### config.mk
export PLATFORM = sky130hd
export DESIGN_NAME = weight_bram_reader
export DESIGN_NICKNAME = d
export VERILOG_FILES = /design/src/rtl/weight_bram_reader.sv
export SDC_FILE = /design/constraint.sdc
export NUM_CORES = 1
export LEC_CHECK = 0
export ABC_AREA = 1
export CAP_MARGIN = 20
export CORE_MARGIN = 5
export CORE_UTILIZATION = 46
export CTS_CLUSTER_SIZE = 12
export DETAILED_ROUTE_END_ITERATION = 10
export GPL_ROUTABILITY_DRIVEN = 0
export GPL_TIMING_DRIVEN = 0
export PLACE_DENSITY = 0.76
export SYNTH_ARGS = -nofsm -noshare
export SYNTH_HDL_FRONTEND = slang
export SYNTH_SLANG_ARGS = --single-unit
### constraint.sdc
create_clock -name CLK -period 2.4 [get_ports CLK]
set_clock_uncertainty 0.1 [all_clocks]
set_input_delay 0.48 -clock CLK [delete_from_list [all_inputs] [get_ports CLK]]
set_output_delay 0.48 -clock CLK [all_outputs]
set_load 0.005 [all_outputs]
### src/rtl/weight_bram_reader.sv
// ---------------------------------------------------------------------------
// weight_bram_reader
//
// Streams one pass of DEPTH weight words out of a synchronous weight BRAM
// and presents them downstream over a valid/ready handshake. A pass is
// started with a one-cycle START pulse. Addresses 0..DEPTH-1 are read in
// order. Each word is captured into a 2-entry output FIFO one cycle after
// its read is issued.
//
// Reads are throttled so that the words already held in the FIFO plus the
// read currently in flight never exceed the two FIFO slots. This means a
// returning word always has a free slot, and no BRAM data is ever dropped.
//
// Ports
//   CLK        system clock, all logic on the rising edge
//   RST_N      asynchronous active-low reset
//   START      one-cycle pass request, ignored while BUSY
//   BRAM_ADDR  read address to the weight BRAM
//   BRAM_EN    BRAM enable, one read per cycle it is high
//   BRAM_WE    BRAM write enable, tied low (read-only client)
//   BRAM_DI    BRAM write data, tied to zero
//   BRAM_DO    BRAM read data, valid one cycle after the read is issued
//   W_DATA     weight word at the FIFO head
//   W_INDEX    BRAM address the head word was read from
//   W_VALID    FIFO head is valid
//   W_READY    downstream accepts the head word on a rising edge
//   W_LAST     head word is the final word of the pass (index DEPTH-1)
//   BUSY       pass in progress
//   DONE       one-cycle pulse after the last word has been accepted
// ---------------------------------------------------------------------------
module weight_bram_reader #(
  parameter int DEPTH = 28,
  parameter int AW    = 5,
  parameter int DW    = 16
) (
  input  logic          CLK,
  input  logic          RST_N,
  input  logic          START,
  output logic [AW-1:0] BRAM_ADDR,
  output logic          BRAM_EN,
  output logic          BRAM_WE,
  output logic [DW-1:0] BRAM_DI,
  input  logic [DW-1:0] BRAM_DO,
  output logic [DW-1:0] W_DATA,
  output logic [AW-1:0] W_INDEX,
  output logic          W_VALID,
  input  logic          W_READY,
  output logic          W_LAST,
  output logic          BUSY,
  output logic          DONE
);

  typedef enum logic [1:0] {
    IDLE  = 2'd0,
    RUN   = 2'd1,
    FLUSH = 2'd2
  } state_t;

  // The read counter is one bit wider than the address. This lets it reach
  // DEPTH even when DEPTH is a power of two.
  localparam logic [AW:0]   DEPTH_C  = (AW+1)'(DEPTH);
  localparam logic [AW:0]   CNT_ONE  = (AW+1)'(1);
  localparam logic [AW-1:0] LAST_IDX = AW'(DEPTH - 1);

  state_t        state;
  logic [AW:0]   rd_cnt;

  // FIFO storage. The head entry feeds the outputs directly. The tail entry
  // is only meaningful when two words are held.
  logic [1:0]    held;
  logic [DW-1:0] head_data, tail_data;
  logic [AW-1:0] head_idx, tail_idx;
  logic          head_last, tail_last;

  logic          push;
  logic          pop;
  logic          push_last;
  logic          start_pass;
  logic          issue;
  logic [AW-1:0] issue_addr;
  logic [AW:0]   rd_cnt_next;
  logic [2:0]    held_after;

  assign BRAM_WE = 1'b0;
  assign BRAM_DI = '0;

  assign W_VALID = (held != 2'd0);
  assign W_DATA  = head_data;
  assign W_INDEX = head_idx;
  assign W_LAST  = head_last;

  // Read-issue decision.
  // A read registered on the previous edge (BRAM_EN high now) always returns
  // its word at this edge, so it counts as a push. A new read may only be
  // issued if the words held after this edge, plus the new read itself,
  // still fit in the two FIFO slots. The first read of a pass is issued
  // unconditionally, because the FIFO is necessarily empty in IDLE.
  always_comb begin
    push        = BRAM_EN;
    pop         = W_VALID && W_READY;
    push_last   = (BRAM_ADDR == LAST_IDX);
    start_pass  = (state == IDLE) && START;
    held_after  = {1'b0, held} + {2'b00, push} - {2'b00, pop};
    issue       = 1'b0;
    issue_addr  = rd_cnt[AW-1:0];
    rd_cnt_next = rd_cnt + CNT_ONE;
    if (start_pass) begin
      issue       = 1'b1;
      issue_addr  = '0;
      rd_cnt_next = CNT_ONE;
    end else if ((state == RUN) && (rd_cnt < DEPTH_C) && (held_after <= 3'd1)) begin
      issue = 1'b1;
    end
  end

  // Pass sequencing and BRAM read port.
  // RUN ends as soon as the final address has been issued. FLUSH then waits
  // for that final word to drain through the FIFO. DONE is raised for the
  // cycle after the last handshake, together with BUSY dropping. Because
  // the state is already IDLE in that cycle, a START there begins the next
  // pass immediately.
  always_ff @(posedge CLK or negedge RST_N) begin
    if (!RST_N) begin
      state     <= IDLE;
      rd_cnt    <= '0;
      BRAM_EN   <= 1'b0;
      BRAM_ADDR <= '0;
      BUSY      <= 1'b0;
      DONE      <= 1'b0;
    end else begin
      DONE    <= 1'b0;
      BRAM_EN <= issue;
      if (issue) begin
        BRAM_ADDR <= issue_addr;
        rd_cnt    <= rd_cnt_next;
      end
      case (state)
        IDLE: begin
          if (start_pass) begin
            BUSY  <= 1'b1;
            state <= (issue_addr == LAST_IDX) ? FLUSH : RUN;
          end
        end
        RUN: begin
          if (issue && (issue_addr == LAST_IDX)) begin
            state <= FLUSH;
          end
        end
        FLUSH: begin
          if (pop && head_last) begin
            state <= IDLE;
            BUSY  <= 1'b0;
            DONE  <= 1'b1;
          end
        end
        default: begin
          state <= IDLE;
          BUSY  <= 1'b0;
        end
      endcase
    end
  end

  // Two-entry output FIFO, organised as a shift pair.
  // A pop moves the tail up into the head. A push lands in the first free
  // slot after any simultaneous pop has been accounted for, so a push and a
  // pop on the same edge neither lose nor duplicate a word. The issue
  // throttle guarantees that a push never arrives while both slots stay
  // occupied.
  always_ff @(posedge CLK or negedge RST_N) begin
    if (!RST_N) begin
      held      <= 2'd0;
      head_data <= '0;
      head_idx  <= '0;
      head_last <= 1'b0;
      tail_data <= '0;
      tail_idx  <= '0;
      tail_last <= 1'b0;
    end else begin
      case ({push, pop})
        2'b10: begin
          if (held == 2'd0) begin
            head_data <= BRAM_DO;
            head_idx  <= BRAM_ADDR;
            head_last <= push_last;
            held      <= 2'd1;
          end else if (held == 2'd1) begin
            tail_data <= BRAM_DO;
            tail_idx  <= BRAM_ADDR;
            tail_last <= push_last;
            held      <= 2'd2;
          end
        end
        2'b01: begin
          if (held == 2'd2) begin
            head_data <= tail_data;
            head_idx  <= tail_idx;
            head_last <= tail_last;
          end
          held <= held - 2'd1;
        end
        2'b11: begin
          if (held == 2'd2) begin
            head_data <= tail_data;
            head_idx  <= tail_idx;
            head_last <= tail_last;
            tail_data <= BRAM_DO;
            tail_idx  <= BRAM_ADDR;
            tail_last <= push_last;
          end else begin
            head_data <= BRAM_DO;
            head_idx  <= BRAM_ADDR;
            head_last <= push_last;
          end
        end
        default: begin
          held <= held;
        end
      endcase
    end
  end

endmodule

==> results.yml, run 1 <==
outcome:
  status: "completed"
logic_synthesis:
  synth_seq_area_share: 0.485
  mappedNetlistArea_sq_mm: 0.00320
  synthCells: 420
  yosys-top-cells-area: "dfrtp_1, nand2_1, inv_1, nand3_1, buf_4"
  synth-compound-area-share: 0.0532
  yosys_register_bits: 62
  ys_types: 24
  synth_area_per_cell_sq_um: 7.62
  post_synth_fa_ha_maj_area_fraction: 0.0258
  synth_xor_xnor_area_share: 0.00548
  yosys.area_share.simple: 0.288
  yosysWarnings: 0
  synth_top_family_by_area: "simple AND/OR/NAND/NOR gates"
  yosysTopAreaCell: "dfrtp_1"
  post-synth-top-area-fraction: 0.485
  synthMuxAreaShare: 0
clock_network:
  clkLatencyLatePin_ns: 0.34
  clk_transition_reported_paths_ns: 0.07
  cts_made_buffers: 9
  h-tree-depth: 3
  cts_tree: "yes"
  cts_root_buffer: "clkbuf_8"
  clock_sinks: 62
  cts_buffer_depth: 2
power_and_ir_drop:
  ir_worst_vdd_mv: 0.622
  finalPower_mw: 5.53
  leakage_power_total_nw: 2.31
  power-per-cell-area_mw_per_mm2: 1270
route:
  drt_iter0_drc: 100
  drt-wirelength-per-cell_microns: 11.8
  routed_via_density: 4.54
  number_of_optimization_iterations_in_the_first_detailed_route_pass: 5
  antenna_violating_nets_post_route: 0
  drc_errors: 0
  vias: 2781
  finalWirelength_microns: 7200
flow_run:
  drv.max_cap_violation_count: 0
cells_and_area:
  antenna_cells: 0
  finalCoreUtilization: 0.641
  post_route_cells_drive_above_1_share: 0.194
  layout-area-overhead-vs-synth_pct: 36.1
  layout_fillers: 600
  design.final.nets: 537
timing:
  maxClockFrequency_ghz: 0.421
  final_cycle_utilization_of_the_critical_path: 0.989
  rsz_0062_raised_after_global_routing: "yes"
  final.min_clock_period_ns: 2.37
  slew_viol_final: 0
  total_setup_violations_reported_at_the_end_of_the_flow: 0
  finalHoldViolCount: 0
min_path:
  worst_hold_path_type: "register to register"
  hold_path_end: "W_DATA[15]"
  worst_hold_path.num_cells: 2
  holdCritStartpoint: "W_DATA[15]"
placed_design:
  io_buffer_count: 50
  place_hpwl_microns: 5100
floorplan:
  die_height_microns: 93.4
  initial_core_util: 0.471
  coreArea_sq_mm: 0.00679
  dieArea_sq_mm: 0.00872
  num_io_pins: 68
  die_x_microns: 93.4
  floorplan.rows: 30
setup_path:
  r2r-start: "held[1]"
  worst-setup-path-type: "register to register"
  maximum_fanout_along_the_worst_path: 8
  setup.reg_to_reg.worst_slack_ns: 0.03
  ff2ff_path_depth: 15
  crit_arrival_ns: 2.49
  reg2reg_to: "state[0]"
  element_type_at_the_critical_path_start: "register"
  cp_data_required_time_ns: 2.52
  timing.critical_path.to_type: "register"
global_route:
  first_pass_grt_wire_length_microns: 12500
  grt_util_all_layers: 0.178
  antenna_found_initial: 0
  first_global_vias: 2683
  grt_remaining_overflow: 0
  maximum_number_of_pins_on_one_net_before_global_route_repair: 25
## state kept, by name (all words and copies together), names as in the netlist, 2 cells and up
| signal | cells |
|---|---|
| held | 2 |
| BRAM_ADDR | 5 |
| tail_idx | 5 |
| W_DATA | 16 |
| rd_cnt | 6 |
| W_INDEX | 5 |
| state | 2 |
| tail_data | 16 |
## timing repair
item | CTS | global route
pin swaps | 4 | 4
gates cloned | 1 | 0
hold buffers | 1 | 0
resized for setup | 8 | 9
buffers inserted | 7 | 3
setup endpoints to repair | 13 | 13
hold endpoints to repair | 17 | 0
## metal layers
metal	GRT usage	up-vias	routed length, microns
li1	-	1433	-
met1	0.238	1255	3170
met2	0.288	78	3520
met3	0.0346	15	406
met4	0.0659	0	114
met5	0	-	0
## worst max-delay path: stages (launching register included)
cell,delay (ns)
dfrtp_2,0.42
inv_2,0.08
ha_4,0.15
inv_4,0.04
nand2_4,0.07
xor2_2,0.12
ha_2,0.18
inv_2,0.03
fa_1,0.47
inv_1,0.05
nor2_2,0.09
nand2_2,0.09
nor2_4,0.20
nand2_1,0.07
nand2_1,0.06
nand2_1,0.05
## how the worst max path moves through the flow
stage               startpoint           end  slack, ns  cells past startpoint
floorplan              held[1]     rd_cnt[1]      -0.05                     16
global placement         RST_N     rd_cnt[1]      -1.27                      1
detailed placement     W_READY  BRAM_ADDR[0]      -0.56                     14
CTS                    held[1]  BRAM_ADDR[0]      -0.06                     16
global route           held[0]  BRAM_ADDR[0]      -0.14                     14
finish                 held[1]      state[0]       0.03                     15
## kinds of logic (layout without fill, tap and decap cells)
group | after synthesis | after routing
and+or+nand+nor | 223 | 223
buffers and inverters | 95 | 175
DFF | 62 | 62
AOI/OAI and AO/OA | 31 | 31
adders and majority gates | 6 | 6
xor gates and xnor gates | 2 | 2
other | 1 | 17
## cells in the mapped netlist (all sizes together)
master	count
buf	33
o22ai	1
o211ai	1
inv	62
dfrtp	62
nand4	2
xor2	2
ha	5
fa	1
nand3	42
nand2	161
o21ai	28
a21oi	1
nor3	1
nor4	1
conb	1
nor2	16
## per-stage QoR
stage / hold slack [ns] / setup slack (ns) / instances / TNS [ns] / area, sq um
finish: 0.378 / 0.0256 / 612 / 0 / 4350
global route: 0.411 / -0.137 / 612 / -1.33 / 4350
CTS: 0.382 / -0.0566 / 609 / -0.477 / 4300
detailed placement: 0.355 / -0.563 / 584 / -7.02 / 4000
global placement: 0.361 / -1.27 / 582 / -84.93 / 3950
floorplan: 0.0844 / -0.0546 / 436 / -0.560 / 3330
## power breakdown
part           switching [mW]  internal [mW]  leakage [nW]  total, mW
registers               0.291           1.49         0.790       1.78
logic                    1.47           1.28          1.42       2.76
clock network           0.408          0.583         0.106      0.991
total                    2.17           3.35          2.31       5.53
## area by class of cell
cell class | instances | area, sq um | share of cell area
sequential | 62 | 1550 | 0.357
multi-input combinational | 279 | 1360 | 0.312
timing repair buffer | 64 | 646 | 0.148
inverter | 62 | 235 | 0.0540
buffer | 33 | 226 | 0.0520
clock buffer | 10 | 128 | 0.0293
tap | 96 | 120 | 0.0276
clock inverter | 6 | 86.3 | 0.0198
## cells in the final DEF (no fill, tap or decap), drive strengths merged
cell and instances:
dfrtp 62, clkinvlp 1, nor3 1, nor2 16, xor2 2, fa 1
dlygate4sd3 1, nand3 42, o21ai 28, clkbuf 10, buf 47, dlygate4sd2 1
nor4 1, clkinv 3, inv 62, bufinv 2, a21oi 1, nand4 2
o211ai 1, o22ai 1, nand2 161, conb 17, ha 5, clkdlybuf4s50 48
No activity file was read; power rests on OpenSTA's default activity.
==> run 2, diff against run 1 <==
--- a/config.mk
+++ b/config.mk
@@ -5,15 +5,15 @@
 export SDC_FILE = /design/constraint.sdc
 export NUM_CORES = 1
 export LEC_CHECK = 0
-export ABC_AREA = 1
+export ABC_CLOCK_PERIOD_IN_PS = 2400
 export CAP_MARGIN = 20
 export CORE_MARGIN = 5
-export CORE_UTILIZATION = 46
+export CORE_UTILIZATION = 45
 export CTS_CLUSTER_SIZE = 12
 export DETAILED_ROUTE_END_ITERATION = 10
 export GPL_ROUTABILITY_DRIVEN = 0
 export GPL_TIMING_DRIVEN = 0
-export PLACE_DENSITY = 0.76
+export PLACE_DENSITY = 0.82
 export SYNTH_ARGS = -nofsm -noshare
 export SYNTH_HDL_FRONTEND = slang
 export SYNTH_SLANG_ARGS = --single-unit
==> results.yml, run 2 <==
setup_path:
  worst-setup-path-type: "register to register"
  timing.critical_path.slowest_cell_delay_ns: 0.53
  cp_data_required_time_ns: 2.56
  timing.critical_path.slowest_stage_cell: "fa_1"
  crit_arrival_ns: 2.78
  timing.critical_path.to_type: "register"
  element_type_at_the_critical_path_start: "register"
  timing.critical_path.max_delay_family: "adder cells"
  maximum_fanout_along_the_worst_path: 3
  total_buffers_and_inverters_traversed_by_the_critical_path: 2
  crit_path_frequent_cell: "inv_2"
  crit_path_cell_trace: "inv_2 > ha_4 > nand2b_4 > xnor2_2 > ha_2 > inv_2 > fa_1 > and4bb_2 > nand3_2 > or2_4 > a21oi_2"
global_route:
  first_global_vias: 2210
  grt_remaining_overflow: 0
  maximum_number_of_pins_on_one_net_before_global_route_repair: 39
  antenna_found_initial: 0
  grt_util_all_layers: 0.157
  first_pass_grt_wire_length_microns: 10600
timing:
  final_cycle_utilization_of_the_critical_path: 1.09
  maxClockFrequency_ghz: 0.382
  worstMarginPinSlew_ns: 0.584
  finalHoldViolCount: 0
  final.min_clock_period_ns: 2.62
  slew_viol_final: 0
  rsz_0062_raised_after_global_routing: "yes"
  whs_ns: 0.0419
  final_critical_path_setup_slack_ns: -0.216
  slew_headroom: 0.611
  total_setup_violations_reported_at_the_end_of_the_flow: 12
clock_network:
  clkLatencyLatePin_ns: 0.33
  cts_buffer_depth: 2
  clock_sinks: 62
  cts_root_buffer: "clkbuf_8"
  clk_transition_reported_paths_ns: 0.07
  cts_made_buffers: 9
  h-tree-depth: 3
  cts_tree: "yes"
  postCtsHoldBufs: 0
route:
  drt_iter0_drc: 83
  number_of_optimization_iterations_in_the_first_detailed_route_pass: 4
  drc_errors: 0
  drt-wirelength-per-cell_microns: 15.1
  finalWirelength_microns: 6480
  antenna_violating_nets_post_route: 0
  vias: 2133
  routed_via_density: 4.97
cells_and_area:
  final_common_cell: "dfrtp_1"
  antenna_cells: 0
  final_cell_mix: "dfrtp_1, clkdlybuf4s50_1, nand2_1"
  layout-area-overhead-vs-synth_pct: 35.3
  post_route_cells_drive_above_1_share: 0.270
  design.final.nets: 373
  stdcell_area_sq_mm: 0.00406
logic_synthesis:
  synth_edf_count: 0
  yosys-top-cells-area: "dfrtp_1, mux2_4, mux2i_1, buf_4, o21ai_0"
  fraction_of_registers_with_async_set_or_reset_after_synthesis: 1.00
  postSynth.topFlopCell: "dfrtp_1"
  yosysTopAreaCell: "dfrtp_1"
  yosysWarnings: 0
  synthCells: 260
  synth_area_per_cell_sq_um: 11.5
  mappedNetlistArea_sq_mm: 0.00300
  synth_seq_area_share: 0.517
  netlist_top_cells_count: "dfrtp_1, nand2_1, o21ai_0"
  yosys_register_bits: 62
  post-synth-top-area-fraction: 0.517
  yosysMostFrequentCell: "dfrtp_1"
  ys_types: 35
min_path:
  worst_hold_path_type: "input pin to asynchronous set/reset pin"
floorplan:
  die_x_microns: 91.7
  coreArea_sq_mm: 0.00642
  die_height_microns: 91.7
  dieArea_sq_mm: 0.00840
  floorplan.rows: 29
  num_io_pins: 68
  initial_core_util: 0.467
placed_design:
  postPlaceCellArea_sq_mm: 0.00375
  io_buffer_count: 50
  place_hpwl_microns: 4590
outcome:
  status: "finished with violations"
  failed_checks: "negative setup slack"
power_and_ir_drop:
  ir_worst_vdd_mv: 0.751
  finalPower_mw: 5.41
  leakage_power_total_nw: 1.88
  power-per-cell-area_mw_per_mm2: 1330
flow_run:
  drv.max_cap_violation_count: 0
==> run 2: changes by cell type after synthesis, sizes merged, moves of 3 or more <==
cell	before	now
a21oi	1	4
buf	33	22
clkbuf	0	6
inv	62	13
mux2	0	26
mux2i	0	21
nand2	161	28
nand3	42	11
nor2	16	3
xnor2	0	4
==> run 2: logic make-up (layout without fill, tap and decap cells) <==
kind of cell	count (synthesis)	in the layout	synth area share
flip-flops	62	62	0.517
AND/OR/NAND/NOR	59	59	0.0946
multiplexers	47	47	0.193
buffers and inverters	41	117	0.0825
AO/OA/AOI/OAI	40	40	0.0729
adder cells (fa/ha/maj)	6	6	0.0275
XOR/XNOR	4	4	0.0117
other	1	17	0.00125
==> run 2: worst paths after layout <==
kind / start / to / slack, ns / depth (start not counted)
max: held[1] / rd_cnt[4] / -0.22 / 11
min: RST_N / rd_cnt[4] / 0.04 / 1
max reg2reg: held[1] / rd_cnt[4] / -0.22 / 11
min reg2reg: W_DATA[8] / W_DATA[8] / 0.38 / 2
max in group asynchronous: RST_N / W_INDEX[1] / 1.56 / 2
min in group CLK: W_DATA[8] / W_DATA[8] / 0.38 / 2
==> run 2: metrics by stage <==
| step | std cells | util | worst slack, ns | setup TNS, ns |
|---|---|---|---|---|
| 2_1_floorplan | 276 | - | -0.114 | -1.03 |
| 3_3_place_gp | 403 | 0.582 | -1.48 | -87.13 |
| 3_5_place_dp | 404 | 0.584 | -0.716 | -10.22 |
| 4_1_cts | 426 | 0.625 | -0.222 | -2.41 |
| 5_1_grt | 429 | 0.632 | -0.316 | -3.48 |
| 6_report | 429 | 0.632 | -0.216 | -2.26 |
==> run 2: layout make-up <==
type | count | area [sq um]
buffer | 28 | 210
clock buffer | 12 | 145
clock inverter | 4 | 70.1
fill | 508 | 2360
inverter | 13 | 48.8
multi-input combinational | 173 | 1350
sequential | 62 | 1550
tap | 77 | 96.3
timing repair buffer | 60 | 584
==> run 2: routing by layer <==
| layer | GRT usage | part of all wire |
|---|---|---|
| met5 | 0 | 0 |
| met4 | 0.0666 | 0.013 |
| met3 | 0.0344 | 0.047 |
| met2 | 0.255 | 0.48 |
| met1 | 0.202 | 0.46 |
==> run 2: report_power, final <==
| part | leakage (nW) | internal (mW) | switching, mW |
|---|---|---|---|
| sequential | 0.769 | 1.51 | 0.343 |
| combinational | 0.999 | 1.40 | 1.16 |
| clock | 0.110 | 0.610 | 0.379 |
==> run 2: repair_timing <==
action | in CTS | in global routing
gates cloned | 1 | 0
gates resized for setup | 2 | 8
pin swaps | 3 | 5
buffers inserted | 5 | 3
setup endpoints to repair | 13 | 13
==> run 3, diff against run 2 <==
--- a/config.mk
+++ b/config.mk
@@ -7,7 +7,6 @@
 export LEC_CHECK = 0
 export ABC_CLOCK_PERIOD_IN_PS = 2400
 export CAP_MARGIN = 20
-export CORE_MARGIN = 5
 export CORE_UTILIZATION = 45
 export CTS_CLUSTER_SIZE = 12
 export DETAILED_ROUTE_END_ITERATION = 10
==> results.yml, run 3 (synthesis gave the netlist of run 2 again) <==
outcome:
  status: "finished with violations"
  failed_checks: "negative setup slack"
clock_network:
  cts_made_buffers: 9
  clkLatencyLatePin_ns: 0.34
  postCtsHoldBufs: 0
  clock_sinks: 62
  h-tree-depth: 3
  cts_buffer_depth: 2
  cts_tree: "yes"
  cts_root_buffer: "clkbuf_8"
  clk_transition_reported_paths_ns: 0.07
min_path:
  worst_hold_path_type: "input pin to asynchronous set/reset pin"
floorplan:
  floorplan.rows: 29
  dieArea_sq_mm: 0.00700
  num_io_pins: 68
  die_x_microns: 83.7
  die_height_microns: 83.7
  initial_core_util: 0.470
  coreArea_sq_mm: 0.00639
setup_path:
  cp_data_required_time_ns: 2.58
  crit_arrival_ns: 2.75
  worst-setup-path-type: "register to register"
  maximum_fanout_along_the_worst_path: 7
  timing.critical_path.to_type: "register"
  element_type_at_the_critical_path_start: "register"
flow_run:
  drv.max_cap_violation_count: 0
route:
  drt-wirelength-per-cell_microns: 14.6
  drt_iter0_drc: 81
  finalWirelength_microns: 6250
  number_of_optimization_iterations_in_the_first_detailed_route_pass: 4
  antenna_violating_nets_post_route: 0
  drc_errors: 0
  vias: 2158
  routed_via_density: 5.03
power_and_ir_drop:
  ir_worst_vdd_mv: 0.834
  leakage_power_total_nw: 1.87
  power-per-cell-area_mw_per_mm2: 1320
cells_and_area:
  antenna_cells: 0
  final_cell_mix: "dfrtp_1, clkdlybuf4s50_1, nand2_1"
  stdcell_area_sq_mm: 0.00404
  layout-area-overhead-vs-synth_pct: 34.7
  post_route_cells_drive_above_1_share: 0.273
  final_common_cell: "dfrtp_1"
  design.final.nets: 373
  layout_fillers: 517
timing:
  rsz_0062_raised_after_global_routing: "yes"
  slew_headroom: 0.476
  maxClockFrequency_ghz: 0.388
  worstMarginPinSlew_ns: 0.786
  total_setup_violations_reported_at_the_end_of_the_flow: 12
  final_cycle_utilization_of_the_critical_path: 1.07
  slew_viol_final: 0
  final_critical_path_setup_slack_ns: -0.177
  finalHoldViolCount: 0
  final.min_clock_period_ns: 2.58
placed_design:
  dpl_worst_slack_ns: -0.704
  postPlaceCellArea_sq_mm: 0.00375
  io_buffer_count: 50
  place_hpwl_microns: 4270
global_route:
  first_pass_grt_wire_length_microns: 10300
  maximum_number_of_pins_on_one_net_before_global_route_repair: 36
  first_global_vias: 2191
  grt_remaining_overflow: 0
  grt_util_all_layers: 0.188
  antenna_found_initial: 0
-- run 3: final timing paths --
path	startpoint	end	slack, ns	cells past startpoint
setup / recovery	held[0]	state[1]	-0.18	11
hold / removal	RST_N	rd_cnt[0]	0.12	1
setup reg to reg	held[0]	state[1]	-0.18	11
hold reg to reg	W_DATA[8]	W_DATA[8]	0.38	2
max in group asynchronous	RST_N	held[0]	1.45	2
min in group CLK	W_DATA[8]	W_DATA[8]	0.38	2
-- run 3: area by class of cell --
| class | instances | area [sq um] | share of cell area |
|---|---|---|---|
| plain buffers | 28 | 210 | 0.0520 |
| repair buffers | 60 | 584 | 0.144 |
| clock inverters | 5 | 57.6 | 0.0142 |
| inverters | 13 | 48.8 | 0.0121 |
| well taps | 77 | 96.3 | 0.0238 |
| flip-flops and latches | 62 | 1550 | 0.384 |
| multi-input cells | 173 | 1340 | 0.332 |
| clock buffers | 11 | 151 | 0.0374 |
-- run 3: through the flow --
stage          instances  total power, mW   util  hold WS [ns]  TNS [ns]
2_1_floorplan        276             3.36      -        0.0844     -1.03
6_report             429             5.32  0.633         0.121     -1.68
3_3_place_gp         403             4.11  0.585         0.360    -83.62
4_1_cts              427             5.30  0.630         0.138     -1.58
3_5_place_dp         404             4.22  0.588         0.366    -10.79
5_1_grt              429             5.67  0.633         0.167     -2.91
-- run 3: critical path: stages, from the launching register on --
cell	delay, ns
dfrtp_2	0.42
inv_2	0.08
ha_4	0.13
nand2b_4	0.13
xnor2_2	0.11
ha_2	0.19
inv_2	0.04
fa_1	0.51
and4bb_2	0.29
nand3_4	0.13
nor4_2	0.21
a31o_2	0.16
-- run 3: timing repair --
action | CTS | global route
pin swaps | 4 | 1
gates cloned | 1 | 0
endpoints found under the setup margin | 13 | 13
setup buffers | 6 | 2
gates resized for setup | 5 | 3
-- run 3: where the power goes --
part	total [mW]	switching, mW	leakage (nW)	internal [mW]
Sequential	1.86	0.343	0.769	1.51
Clock	0.949	0.415	0.0976	0.534
Combinational	2.52	1.12	0.999	1.40
Total	5.32	1.88	1.87	3.44
-- run 3: metal layers --
layer / GRT usage / routed length (microns) / up-vias
li1: - / - / 1030
met5: 0 / 0 / -
met1: 0.235 / 2770 / 1060
met4: 0.0447 / 75 / 0
met2: 0.309 / 3070 / 58
met3: 0.0722 / 339 / 10
==> RTL change, RTL diff (config.mk and constraints of run 1) <==
Reset style: synchronous (`RST_N`), changed in 2 clocked blocks. Comments in the files are not updated.
--- a/src/rtl/weight_bram_reader.sv
+++ b/src/rtl/weight_bram_reader.sv
@@ -119,7 +119,7 @@
   // cycle after the last handshake, together with BUSY dropping. Because
   // the state is already IDLE in that cycle, a START there begins the next
   // pass immediately.
-  always_ff @(posedge CLK or negedge RST_N) begin
+  always_ff @(posedge CLK) begin
     if (!RST_N) begin
       state     <= IDLE;
       rd_cnt    <= '0;
@@ -167,7 +167,7 @@
   // pop on the same edge neither lose nor duplicate a word. The issue
   // throttle guarantees that a push never arrives while both slots stay
   // occupied.
-  always_ff @(posedge CLK or negedge RST_N) begin
+  always_ff @(posedge CLK) begin
     if (!RST_N) begin
       held      <= 2'd0;
       head_data <= '0;
Check against the original RTL: differs if RST_N is asserted again (counterexample within 4 cycles, from zero or initial values and one cycle with RST_N low); with RST_N held inactive, the same outputs for 10 cycles.
==> RTL change against run 1 <==
- the run now ends with negative setup slack left
- maximum frequency decreased by 3.6%
- sequential cell count unchanged
- routed wire length increased by 1.1%
- power decreased by 32%
- count of clock-buffer cells in the layout increased by 3
- sequential share of layout area decreased by 4.8 points
- synthesized area decreased by 8.0%
- sequential power decreased by 30%
- via count increased by 3.2%
- setup slack got worse by 0.089 ns
- final area decreased by 7.2%
- cell count decreased by 3.4%
- worst hold slack got worse by 0.017 ns
- largest cell class is now multi-input combinational cells
==> RTL change: results (changes against run 1) <==
metric,value,unit,change
ys_seq_area_frac,0.4216,,-0.06335
holdBufCountCts,0,,-1
setup_ws,-0.06386,ns,-0.08949 ns
synth_top_flop_cell,dfxtp_1,,
setup-violations-final,9,,+9
dp_hpwl,4944,um,-3.0%
slowest_stage,fa_1,,
drtPass1Iterations,4,,-1
hold_path_class,flop to flop,,
pre_cts_ws,-0.5878,ns,-0.02531 ns
max_stage_delay,0.47,ns,about the same
ys_async_sr_fraction,0,,-1.000
arrival,2.59,ns,+0.10 ns
antenna_found_initial,0,,unchanged
critical_path.top_delay_family,adder cells,,
cts_buffers,9,,unchanged
status,"finished, violations left",,
h-tree-depth,3,,unchanged
vias,2871,,+3.2%
slew_viol_final,0,,unchanged
root_buffer,clkbuf_8,,
port_buffers,50,,unchanged
drive_gt1_frac,0.2004,,+0.006591
grt_pass1_wl,12360,um,-0.83%
ir_worst_vdd,0.0005484,V,-12%
setup_tns,-0.1939,ns,-0.1939 ns
final_nets,537,,unchanged
groute.usage.overall,0.1803,,+0.002016
synth.area.top_cells,"dfxtp_1 (42%), nor2_1 (14%), nand2_1 (11%)",,
ys_types,31,,+29%
wirelength,7281,um,+1.1%
dpl_cell_area,0.003621,mm^2,-9.6%
power.leakage,1.727,nW,-25%
worstSkewPairLatency,0.32,ns,-0.02 ns
grt_max_degree,11,,-56%
drt_iter0_drc,139,,+39%
maxCapViolCount,0,,unchanged
worstPathMaxFanout,4,,-4
clk_pin_slew,0.07,ns,about the same
antenna_cells,0,,unchanged
synth_warnings,0,,unchanged
violations,negative setup slack,,
synth_common_cells,"nor2_1 (106), nand2_1 (84), dfxtp_1 (62)",,
tightest_slew,0.5218,ns,
clockBufferDepth,2,,unchanged
[RTL change: logic make-up (layout without fill, tap and decap cells)]
group / after synthesis / in the layout / share of synthesized area
simple gates: 227 / 227 / 0.3196
compound gates: 64 / 64 / 0.1143
flops: 62 / 62 / 0.4216
buf+inv: 58 / 136 / 0.1092
fa+ha+maj: 6 / 6 / 0.02805
xor+xnor: 2 / 2 / 0.005951
other cells: 1 / 17 / 0.001274
[RTL change: report_power, final]
part           internal (W)  switching [W]  leakage (nW)
logic              0.000770       0.000842          1.13
clock network      0.000527       0.000378        0.0956
registers           0.00116      0.0000908         0.504
total               0.00246        0.00131          1.73
[RTL change: cell type report]
class / count / area (um^2)
buffer: 34 / 229.0
clock inverter: 1 / 30.03
timing repair buffer: 64 / 615.6
multi-input combinational: 316 / 1563
fill: 577 / 2238
tap: 77 / 96.34
sequential: 62 / 1246
inverter: 24 / 100.1
clock buffer: 13 / 158.9
[RTL change: stage by stage]
| step | std cells | util |
|---|---|---|
| floorplan | 436 | - |
| global placement | 563 | 0.5768 |
| detailed placement | 563 | 0.5768 |
| CTS | 588 | 0.6301 |
| global route | 591 | 0.6434 |
| finish | 591 | 0.6434 |
[RTL change: repair_timing]
action | 4_1_cts | 5_1_grt
gates resized for setup | 23 | 16
endpoints found under the hold margin | 0 | 0
pin swaps | 8 | 7
buffers inserted | 11 | 3
setup endpoints to repair | 14 | 14
[RTL change: final timing paths]
check / slack (ns) / startpoint / to / depth (start not counted)
max: -0.06 / held[1] / state[0] / 18
min: 0.36 / W_DATA[6] / W_DATA[6] / 2
min reg2reg: 0.36 / W_DATA[6] / W_DATA[6] / 2
max reg2reg: -0.06 / held[1] / state[0] / 18
[RTL change: tightest hold or removal path, cell delays in order, from the launching register on]
cell and delay (ns):
dfxtp_1 0.31, nand2_1 0.06, a21oi_1 0.05
[RTL change: per-layer routing]
metal	wire length [um]	global-route usage	vias up
met5	0	0	-
met3	481	0.05342	17
li1	-	-	1467
met4	166	0.08437	0
met2	3735	0.3226	81
met1	2898	0.1928	1306
